File: src/rtl/lcd_pkg.sv
// Shared constants and receiver state encoding for the UART-fed LCD pixel path.
package lcd_pkg;

  localparam int unsigned RGB565_W         = 16;
  localparam int unsigned LCD_WIDTH        = 240;
  localparam int unsigned LCD_HEIGHT       = 135;
  localparam int unsigned FRAME_PIXELS_DEF = LCD_WIDTH * LCD_HEIGHT;

  typedef enum logic [1:0] {
    RxIdle,
    RxStart,
    RxData,
    RxStop
  } rx_state_e;

endpackage

File: src/rtl/lcd_pix_fifo.sv
// First-word-fall-through synchronous FIFO; head word reads as zero when empty.
module lcd_pix_fifo #(
  parameter int unsigned WIDTH = 17,
  parameter int unsigned DEPTH = 16
) (
  input  logic                     clk,
  input  logic                     resetn,
  input  logic                     wr_en,
  input  logic [WIDTH-1:0]         wr_data,
  input  logic                     rd_en,
  output logic [WIDTH-1:0]         rd_data,
  output logic                     full,
  output logic                     empty,
  output logic [$clog2(DEPTH):0]   count
);

  localparam int unsigned AW = $clog2(DEPTH);

  logic [WIDTH-1:0] mem [DEPTH];
  logic [AW-1:0]    wptr_q, rptr_q;
  logic [AW:0]      count_q, count_d;
  logic             do_wr, do_rd;

  assign full  = (count_q == (AW+1)'(DEPTH));
  assign empty = (count_q == '0);
  assign count = count_q;

  // A push into a full FIFO is only taken when the same cycle frees a slot.
  assign do_rd = rd_en & ~empty;
  assign do_wr = wr_en & (~full | do_rd);

  assign rd_data = empty ? '0 : mem[rptr_q];

  always_comb begin
    count_d = count_q;
    if (do_wr && !do_rd) begin
      count_d = count_q + 1'b1;
    end else if (do_rd && !do_wr) begin
      count_d = count_q - 1'b1;
    end
  end

  always_ff @(posedge clk or negedge resetn) begin
    if (!resetn) begin
      wptr_q  <= '0;
      rptr_q  <= '0;
      count_q <= '0;
    end else begin
      if (do_wr) wptr_q <= wptr_q + 1'b1;
      if (do_rd) rptr_q <= rptr_q + 1'b1;
      count_q <= count_d;
    end
  end

  always_ff @(posedge clk) begin
    if (do_wr) mem[wptr_q] <= wr_data;
  end

endmodule

File: src/rtl/lcd_uart_pixel_rx.sv
// 8N1 UART receiver that pairs bytes into RGB565 pixels, tags frame starts and
// buffers them for the LCD streamer.
module lcd_uart_pixel_rx
  import lcd_pkg::*;
#(
  parameter int unsigned CLK_FREQ     = 27000000,
  parameter int unsigned BAUD         = 115200,
  parameter int unsigned FRAME_PIXELS = FRAME_PIXELS_DEF,
  parameter int unsigned FIFO_DEPTH   = 16,
  parameter int unsigned IDLE_BITS    = 20
) (
  input  logic                clk,
  input  logic                resetn,
  input  logic                ser_rx,
  output logic [RGB565_W-1:0] pix_data,
  output logic                pix_sof,
  output logic                pix_valid,
  input  logic                pix_ready,
  output logic                frame_err,
  output logic                overflow
);

  localparam int unsigned DIV      = CLK_FREQ / BAUD;
  localparam int unsigned HALF     = DIV / 2;
  localparam int unsigned CNT_W    = $clog2(DIV);
  localparam int unsigned IDX_W    = (FRAME_PIXELS > 1) ? $clog2(FRAME_PIXELS) : 1;
  localparam int unsigned IDLE_LIM = IDLE_BITS * DIV;
  localparam int unsigned IDLE_W   = $clog2(IDLE_LIM + 1);
  localparam int unsigned CNT_FW   = $clog2(FIFO_DEPTH) + 1;

  logic sync1_q, rx_q, rx_prev_q, fall;

  rx_state_e        state_q, state_d;
  logic [CNT_W-1:0] cnt_q, cnt_d;
  logic [2:0]       bit_q, bit_d;
  logic [7:0]       shift_q, shift_d, hi_q, hi_d;
  logic             brk_q, brk_d, phase_q, phase_d, ferr_q, ferr_d, ovf_q, ovf_d;
  logic [IDX_W-1:0] idx_q, idx_d;
  logic [IDLE_W-1:0] idle_q, idle_d;

  logic                push, pop;
  logic [RGB565_W:0]   push_data, head;
  logic                fifo_full, fifo_empty;
  logic [CNT_FW-1:0]   fifo_count;
  logic                unused_count;

  always_ff @(posedge clk or negedge resetn) begin
    if (!resetn) begin
      sync1_q   <= 1'b1;
      rx_q      <= 1'b1;
      rx_prev_q <= 1'b1;
    end else begin
      sync1_q   <= ser_rx;
      rx_q      <= sync1_q;
      rx_prev_q <= rx_q;
    end
  end

  assign fall = rx_prev_q & ~rx_q;

  always_comb begin
    state_d   = state_q;
    cnt_d     = cnt_q + 1'b1;
    bit_d     = bit_q;
    shift_d   = shift_q;
    hi_d      = hi_q;
    brk_d     = brk_q;
    phase_d   = phase_q;
    idx_d     = idx_q;
    idle_d    = idle_q;
    ferr_d    = 1'b0;
    push      = 1'b0;
    push_data = {idx_q == '0, hi_q, shift_q};

    unique case (state_q)
      RxIdle: begin
        cnt_d = '0;
        if (fall) begin
          state_d = RxStart;
          idle_d  = '0;
        end else if (rx_q && idle_q < IDLE_W'(IDLE_LIM)) begin
          idle_d = idle_q + 1'b1;
          // A long quiet line means the host gave up mid-frame: realign.
          if (idle_q == IDLE_W'(IDLE_LIM - 1)) begin
            phase_d = 1'b0;
            idx_d   = '0;
          end
        end
      end
      RxStart: begin
        if (cnt_q == CNT_W'(HALF - 1)) begin
          cnt_d   = '0;
          bit_d   = '0;
          state_d = rx_q ? RxIdle : RxData;
        end
      end
      RxData: begin
        if (cnt_q == CNT_W'(DIV - 1)) begin
          cnt_d   = '0;
          shift_d = {rx_q, shift_q[7:1]};
          bit_d   = bit_q + 1'b1;
          if (bit_q == 3'd7) state_d = RxStop;
        end
      end
      RxStop: begin
        if (brk_q) begin
          cnt_d = '0;
          if (rx_q) begin
            brk_d   = 1'b0;
            state_d = RxIdle;
          end
        end else if (cnt_q == CNT_W'(DIV - 1)) begin
          cnt_d = '0;
          if (rx_q) begin
            state_d = RxIdle;
            if (!phase_q) begin
              hi_d    = shift_q;
              phase_d = 1'b1;
            end else begin
              push    = 1'b1;
              phase_d = 1'b0;
              idx_d   = (idx_q == IDX_W'(FRAME_PIXELS - 1)) ? '0 : idx_q + 1'b1;
            end
          end else begin
            ferr_d  = 1'b1;
            phase_d = 1'b0;
            brk_d   = 1'b1;
          end
        end
      end
      default: state_d = RxIdle;
    endcase
  end

  assign pop   = pix_valid & pix_ready;
  assign ovf_d = ovf_q | (push & fifo_full & ~pop);

  always_ff @(posedge clk or negedge resetn) begin
    if (!resetn) begin
      state_q <= RxIdle;
      cnt_q   <= '0;
      bit_q   <= '0;
      shift_q <= '0;
      hi_q    <= '0;
      brk_q   <= 1'b0;
      phase_q <= 1'b0;
      idx_q   <= '0;
      idle_q  <= '0;
      ferr_q  <= 1'b0;
      ovf_q   <= 1'b0;
    end else begin
      state_q <= state_d;
      cnt_q   <= cnt_d;
      bit_q   <= bit_d;
      shift_q <= shift_d;
      hi_q    <= hi_d;
      brk_q   <= brk_d;
      phase_q <= phase_d;
      idx_q   <= idx_d;
      idle_q  <= idle_d;
      ferr_q  <= ferr_d;
      ovf_q   <= ovf_d;
    end
  end

  lcd_pix_fifo #(
    .WIDTH (RGB565_W + 1),
    .DEPTH (FIFO_DEPTH)
  ) u_fifo (
    .clk     (clk),
    .resetn  (resetn),
    .wr_en   (push),
    .wr_data (push_data),
    .rd_en   (pop),
    .rd_data (head),
    .full    (fifo_full),
    .empty   (fifo_empty),
    .count   (fifo_count)
  );

  assign unused_count = ^fifo_count;

  assign pix_valid = ~fifo_empty;
  assign pix_sof   = head[RGB565_W];
  assign pix_data  = head[RGB565_W-1:0];
  assign frame_err = ferr_q;
  assign overflow  = ovf_q;

endmodule

File: config.mk
export PLATFORM = sky130hd
export DESIGN_NAME = lcd_uart_pixel_rx
export DESIGN_NICKNAME = d
export VERILOG_FILES = /design/src/rtl/lcd_pkg.sv /design/src/rtl/lcd_pix_fifo.sv /design/src/rtl/lcd_uart_pixel_rx.sv
export SDC_FILE = /design/constraint.sdc
export NUM_CORES = 1
export LEC_CHECK = 0
export ABC_AREA = 0
export CORE_AREA = 2 2 223 225
export CTS_CLUSTER_SIZE = 28
export DETAILED_ROUTE_END_ITERATION = 6
export DIE_AREA = 0 0 225 227
export GPL_ROUTABILITY_DRIVEN = 0
export PLACE_DENSITY_LB_ADDON = 0.05
export SETUP_SLACK_MARGIN = 0.5
export SYNTH_ARGS = -nofsm -noshare
export SYNTH_HDL_FRONTEND = slang
export SYNTH_SLANG_ARGS = --single-unit
File: constraint.sdc
create_clock -name clk -period 3.25 [get_ports clk]
set_input_delay 0.325 -clock clk [delete_from_list [all_inputs] [get_ports clk]]
set_output_delay 0.325 -clock clk [all_outputs]
set_load 0.03 [all_outputs]
; Word level (Yosys, flattened, before mapping)
; Memories as Yosys holds them, arrays and structs flattened.
; Index checks and enable logic that the tools add are counted.
[word_totals]
regBits = 77
ramBits = 272
inputBits = 4
out_inout_bits = 20
word_cells = 131
memories = 1
[op_classes]
addsub = 8
order_cmp = 1
n_eq_ne = 21
mux = 50
bitwise = 14
reduce_logical = 19
[mem_list]
columns = name, depth, word_bits, rd, rd_ports_with_merged_regs, write_ports, line_no
row1 = u_fifo.mem, 16, 17, 1, 0, 1, lcd_pix_fifo.sv:19  ; logic [WIDTH-1:0] mem [DEPTH];
[op_table]
columns = operator, n
row1 = $mux 15, 8
row2 = $pmux 8 s4, 1
row3 = $pmux 15 s2, 1
row4 = $mux 13, 2
row5 = $mux 8, 3
row6 = $ne 2x2->1 const B, 11
row7 = $mux 1, 19
row8 = $mux 17, 1
row9 = $mux 2, 8
row10 = $add 15x1->15 const B, 1
row11 = $eq 15x15->1 const B, 1
row12 = $logic_not 15->1, 1
row13 = $add 13x1->13 const B, 1
row14 = $eq 13x13->1 const B, 1
row15 = $lt 13x13->1 const B, 1
row16 = $mux 5, 2
row17 = $reduce_and 5->1, 2
row18 = $add 4x1->4 const B, 2
row19 = $add 8x1->8 const B, 1
row20 = $eq 8x7->1 const B, 1
row21 = $eq 8x8->1 const B, 1
row22 = $pmux 2 s4, 1
row23 = $reduce_and 8->1, 1
row24 = $reduce_bool 2->1, 4
row25 = other kinds (21), 38

; Depth between registers and ports, before layout
[depth]
ltp_word = 10
mapped_depth = 14
depth_no_buf = 14

; Cells and area by module
; Synthesis repeated with hierarchy kept, for this count alone.
[hier_totals]
hier_cells = 825
hier_area_um2 = 14730.4
[by_module_without_submodules]
columns = mod, instances, cells_each, area_each_um2, seq_area_each_um2
row1 = lcd_pix_fifo, 1, 507, 11400.9, 8493.1
row2 = lcd_uart_pixel_rx, 1, 318, 3329.4, 1605.3

; Least setup slack after synthesis
; OpenSTA, ideal clock, no wires.
[synth_path]
kind = flip-flop to flip-flop
from = register u_fifo.count_q[1], in the netlist u_fifo.count[1]
to = register u_fifo.count_q[4], in the netlist u_fifo.count[4]
setup_ns = 0.079
arrival_time_ns = 2.967
setup_slack_ns = 0.204
path_stages_with_launch = 13
path_cell_list = dfrtp_1 > or4_1 > or2_2 > clkbuf_1 > nand2_1 > ha_1 > inv_1 > ha_1 > nor2b_1 > o21a_1 > or3_1 > a21oi_1 > xor2_1
[synth_via]
elab_chain_len = 9
[synth_lines]
columns = item, line_no
row1 = start: declaration, lcd_pix_fifo.sv:21  ; logic [AW:0] count_q, count_d;
row2 = start signal: assignment, lcd_pix_fifo.sv:51  ; count_q <= count_d;
row3 = $logic_not 5->1, lcd_pix_fifo.sv:25  ; assign empty = (count_q == '0);
row4 = $not 1->1, "lcd_pix_fifo.sv:29, lcd_uart_pixel_rx.sv:183"
row5 = $and 1x1->1, lcd_uart_pixel_rx.sv:135  ; assign pop = pix_valid & pix_ready;
row6 = $and 1x1->1, lcd_pix_fifo.sv:29  ; assign do_rd = rd_en & ~empty;
row7 = $or 1x1->1, lcd_pix_fifo.sv:30  ; assign do_wr = wr_en & (~full | do_rd);
row8 = $and 1x1->1, lcd_pix_fifo.sv:30
row9 = $logic_not 1->1, lcd_pix_fifo.sv:38  ; end else if (do_rd && !do_wr) begin
row10 = $logic_and 1x1->1, lcd_pix_fifo.sv:38
row11 = $reduce_bool 2->1 (no source line), --
; Several ways; a longest one is shown, not always the timed one. The select of a mux whose other input is x is not followed.
; A chain may end at the register's enable or synchronous reset.

; Worst setup path in the final report
[layout_path]
from = register u_fifo.rptr_q[0]
to = output port pix_data[7]
[layout_via]
elab_chain_len = 2
[layout_lines]
columns = item, line_no
row1 = start: declaration, lcd_pix_fifo.sv:20  ; logic [AW-1:0] wptr_q, rptr_q;
row2 = start signal: assignment, lcd_pix_fifo.sv:50  ; if (do_rd) rptr_q <= rptr_q + 1'b1;
row3 = $mem_v2 16x17, --
row4 = $mux 17, lcd_pix_fifo.sv:32  ; assign rd_data = empty ? '0 : mem[rptr_q];
row5 = end: declaration, lcd_uart_pixel_rx.sv:15  ; output logic [RGB565_W-1:0] pix_data,
; Every way passes these cells.

==> results.py <==
metrics = {
    "clocking": {
        "ctsRootBufferMaster": "clkbuf_16",
        "cts_tree": "built",
        "clk_latency_ns": 0.55,
        "numCtsBuffers": 41,
        "path_clk_slew_ns": 0.06,
        "clock_path_buffers": 3,
        "htreeDepth": 2,
        "cts_sinks": 349,
    },
    "grt": {
        "antenna_found_initial": 1,
        "grt_max_degree": 71,
        "grtUsageTotal_pct": 15.00,
        "grt_pass1_vias": 8262,
        "grt_pass1_wl_um": 54990,
        "gr-total-overflow": 0,
    },
    "power": {
        "peakVddDrop_v": 0.0002862,
        "p_per_area_nw_per_um2": 555.1,
        "p_leak_uw": 0.006693,
    },
    "logic_synthesis": {
        "synth_seq_area_share_pct": 69.82,
        "synth_async_sr_flop_share_pct": 22.06,
        "synth_edf_count": 272,
        "synth_fp_nets": 817,
        "yosysWarnings": 0,
        "synthFlopType": "edfxtp_1",
        "synthesis.area_um2": 14460,
        "yosys.cell_types.count": 56,
        "synth_seq_cells": 349,
        "avgSynthCellArea_um2": 18.22,
        "netlist_instances": 794,
    },
    "setup_path": {
        "crit_path_start_kind": "flip-flop",
        "cp_data_required_time_ns": 2.92,
        "worstPathArrival_ns": 2.75,
        "cp_cell_sequence": "buf_12 -> buf_12 -> buf_16 -> mux4_2 -> mux4_2 -> and2_4 -> buf_6",
        "cpMaxStageDelayCell": "dfrtp_4",
        "end_kind": "output pin",
        "critPathBufInv": 4,
        "cp_top_family": "multiplexers",
        "worstSetupPathType": "reg2out",
        "cpPeakStageDelay_ns": 0.53,
        "crit_path_max_fanout": 5,
    },
    "sta": {
        "fin_crit_ns": 3.078,
        "max_slew.worst_pin.slew_ns": 1.129,
        "maxSlewHeadroom_pct": 24.48,
        "min_period_over_period_pct": 94.70,
        "hold_viol": 0,
        "finalMaxSlewViolations": 0,
        "tns_ns": 0,
        "skew_ns": 0.01064,
        "setup_violations": 0,
        "rsz0062_at_grt": "yes",
        "max_freq_mhz": 324.9,
    },
    "routing": {
        "wire_per_inst_um": 23.88,
        "ant_nets": 0,
        "viasPerCell": 4.952,
        "drt_iter0_drc": 372,
        "drt-total-wl_um": 36780,
        "vias": 7626,
        "drc": 0,
        "dr.pass1.iters": 4,
    },
    "die": {
        "io_pins": 24,
        "fp.dieH_um": 227,
        "initial_core_util_pct": 29.79,
        "rows": 81,
        "core_um2": 48550,
        "die-width_um": 225,
        "die_area_um2": 51080,
    },
    "worst_hold_path": {
        "hp-class": "in2reg",
    },
    "run_status": {
        "outcome": "completed",
    },
    "cells_and_area": {
        "layout_common_cells": "edfxtp_1 (272), mux4_2 (85), dfrtp_1 (72)",
        "layout-drive-gt1-share_pct": 31.59,
        "diodes": 0,
        "fin_util_pct": 36.32,
        "nets": 908,
        "area_delta_synth_final_pct": 21.90,
        "layout_commonest_cell": "edfxtp_1",
        "fillers": 4501,
    },
    "placed_design": {
        "hpwlAfterDp_um": 19890,
        "io_buffers": 23,
    },
    "run": {
        "maxCapViolCount": 0,
    },
}
[path summary, 6_finish.rpt]
kind                                   from               end  slack, ns  depth (start not counted)
min in group asynchronous            resetn  u_fifo.rptr_q[0]       0.49                          2
hold / removal                       ser_rx           sync1_q       0.18                          1
setup reg to reg            u_fifo.count[0]   u_fifo.count[4]       0.35                         12
max in group asynchronous            resetn  u_fifo.rptr_q[0]       2.03                          2
setup / recovery           u_fifo.rptr_q[0]       pix_data[7]       0.17                          7
hold reg to reg                     sync1_q              rx_q       0.36                          0
[stage by stage]
stage | cell area [um^2] | power (uW) | setup slack [ns] | cells | hold WS [ns]
2_1_floorplan | 14520 | 5253 | 0.4447 | 794 | 0.02941
3_3_place_gp | 15880 | 5375 | 0.1504 | 1439 | 0.3493
3_5_place_dp | 15880 | 5402 | 0.07950 | 1439 | 0.3532
4_1_cts | 17590 | 9958 | 0.1182 | 1538 | 0.1414
5_1_grt | 17630 | 10180 | 0.1156 | 1540 | 0.1652
6_report | 17630 | 9788 | 0.1722 | 1540 | 0.1776
[state kept, by name (all words and copies together) (netlist names), named ones only]
name and cells:
rx_prev_q 1, rx_q 1, frame_err 1, shift_q 8, u_fifo.count 5, u_fifo.rptr_q 4
u_fifo.mem 272, u_fifo.wptr_q 4, sync1_q 1, brk_q 1, idle_q 13, bit_q 3
hi_q 8, idx_q 15, cnt_q 8, overflow 1, state_q 1, phase_q 1
[synthesized netlist by cell type, types with 2 or more instances]
| master | instances | share of area, % |
|---|---|---|
| nor3b_1 | 6 | 0.31 |
| xor2_1 | 14 | 0.85 |
| ha_1 | 18 | 1.6 |
| and3_1 | 11 | 0.48 |
| a21oi_1 | 3 | 0.10 |
| xnor2_1 | 11 | 0.67 |
| o21a_1 | 3 | 0.16 |
| clkbuf_1 | 24 | 0.62 |
| mux4_2 | 85 | 13 |
| o21ai_0 | 11 | 0.38 |
| mux2_1 | 2 | 0.16 |
| o41ai_1 | 3 | 0.18 |
| nor3_1 | 15 | 0.52 |
| o211ai_1 | 2 | 0.10 |
| and4_1 | 3 | 0.18 |
| nand3b_1 | 3 | 0.16 |
| nand3_1 | 21 | 0.73 |
| a21o_1 | 2 | 0.10 |
| dfstp_2 | 3 | 0.55 |
| nor3_2 | 2 | 0.14 |
| dfrtp_1 | 74 | 13 |
| a22o_1 | 3 | 0.18 |
| nor4_1 | 4 | 0.17 |
| mux2i_1 | 2 | 0.14 |
| o21ai_1 | 2 | 0.069 |
| mux2_2 | 17 | 1.3 |
| o31ai_1 | 13 | 0.67 |
| and2_1 | 37 | 1.6 |
| a31oi_1 | 2 | 0.086 |
| buf_2 | 10 | 0.35 |
| nor2_1 | 28 | 0.73 |
| inv_1 | 13 | 0.34 |
| o31ai_2 | 9 | 0.78 |
| edfxtp_1 | 272 | 56 |
| nand4_1 | 11 | 0.48 |
| nor2b_1 | 3 | 0.13 |
| or3_1 | 3 | 0.13 |
| or4_4 | 2 | 0.16 |
| nand2_1 | 27 | 0.70 |
| or4_1 | 4 | 0.21 |
[report_power, final]
group	internal, uW	switching (uW)
Clock	2670	1810
Combinational	152	275
Sequential	4820	62.6
Total	7640	2150
[cell families after synthesis]
group,count (synthesis),synth area share (%)
compound gates,57,3.218
flops,349,69.82
xor+xnor,25,1.514
buf+inv,50,1.462
mux,106,14.85
fa+ha+maj,19,1.696
simple gates,188,7.440
[final cells by class]
cell class / instances / area [um^2] / share of cell area (%)
inverter: 14 / 55.05 / 0.3122
multi-input combinational: 396 / 4270 / 24.22
clock buffer: 58 / 1172 / 6.649
sequential: 349 / 10100 / 57.30
clock inverter: 18 / 141.4 / 0.8019
timing repair buffer: 83 / 1111 / 6.301
tap: 622 / 778.2 / 4.414
[what timing repair did]
action,in CTS,in global routing
pin swaps,10,8
setup buffers,16,2
gates resized for setup,112,9
setup endpoints to repair,21,65
hold buffers,1,0
gates cloned,6,0
endpoints found under the hold margin,37,0
[per-layer routing]
| metal | share of wire (%) | track usage (%) | vias up |
|---|---|---|---|
| met5 | 0.035 | 0 | - |
| met4 | 2.5 | 5.170 | 2 |
| met3 | 3.2 | 2.310 | 64 |
| met2 | 52 | 26.48 | 114 |
| met1 | 43 | 18.82 | 4080 |
| li1 | - | - | 3366 |
Power figures use the tool's default switching activity.
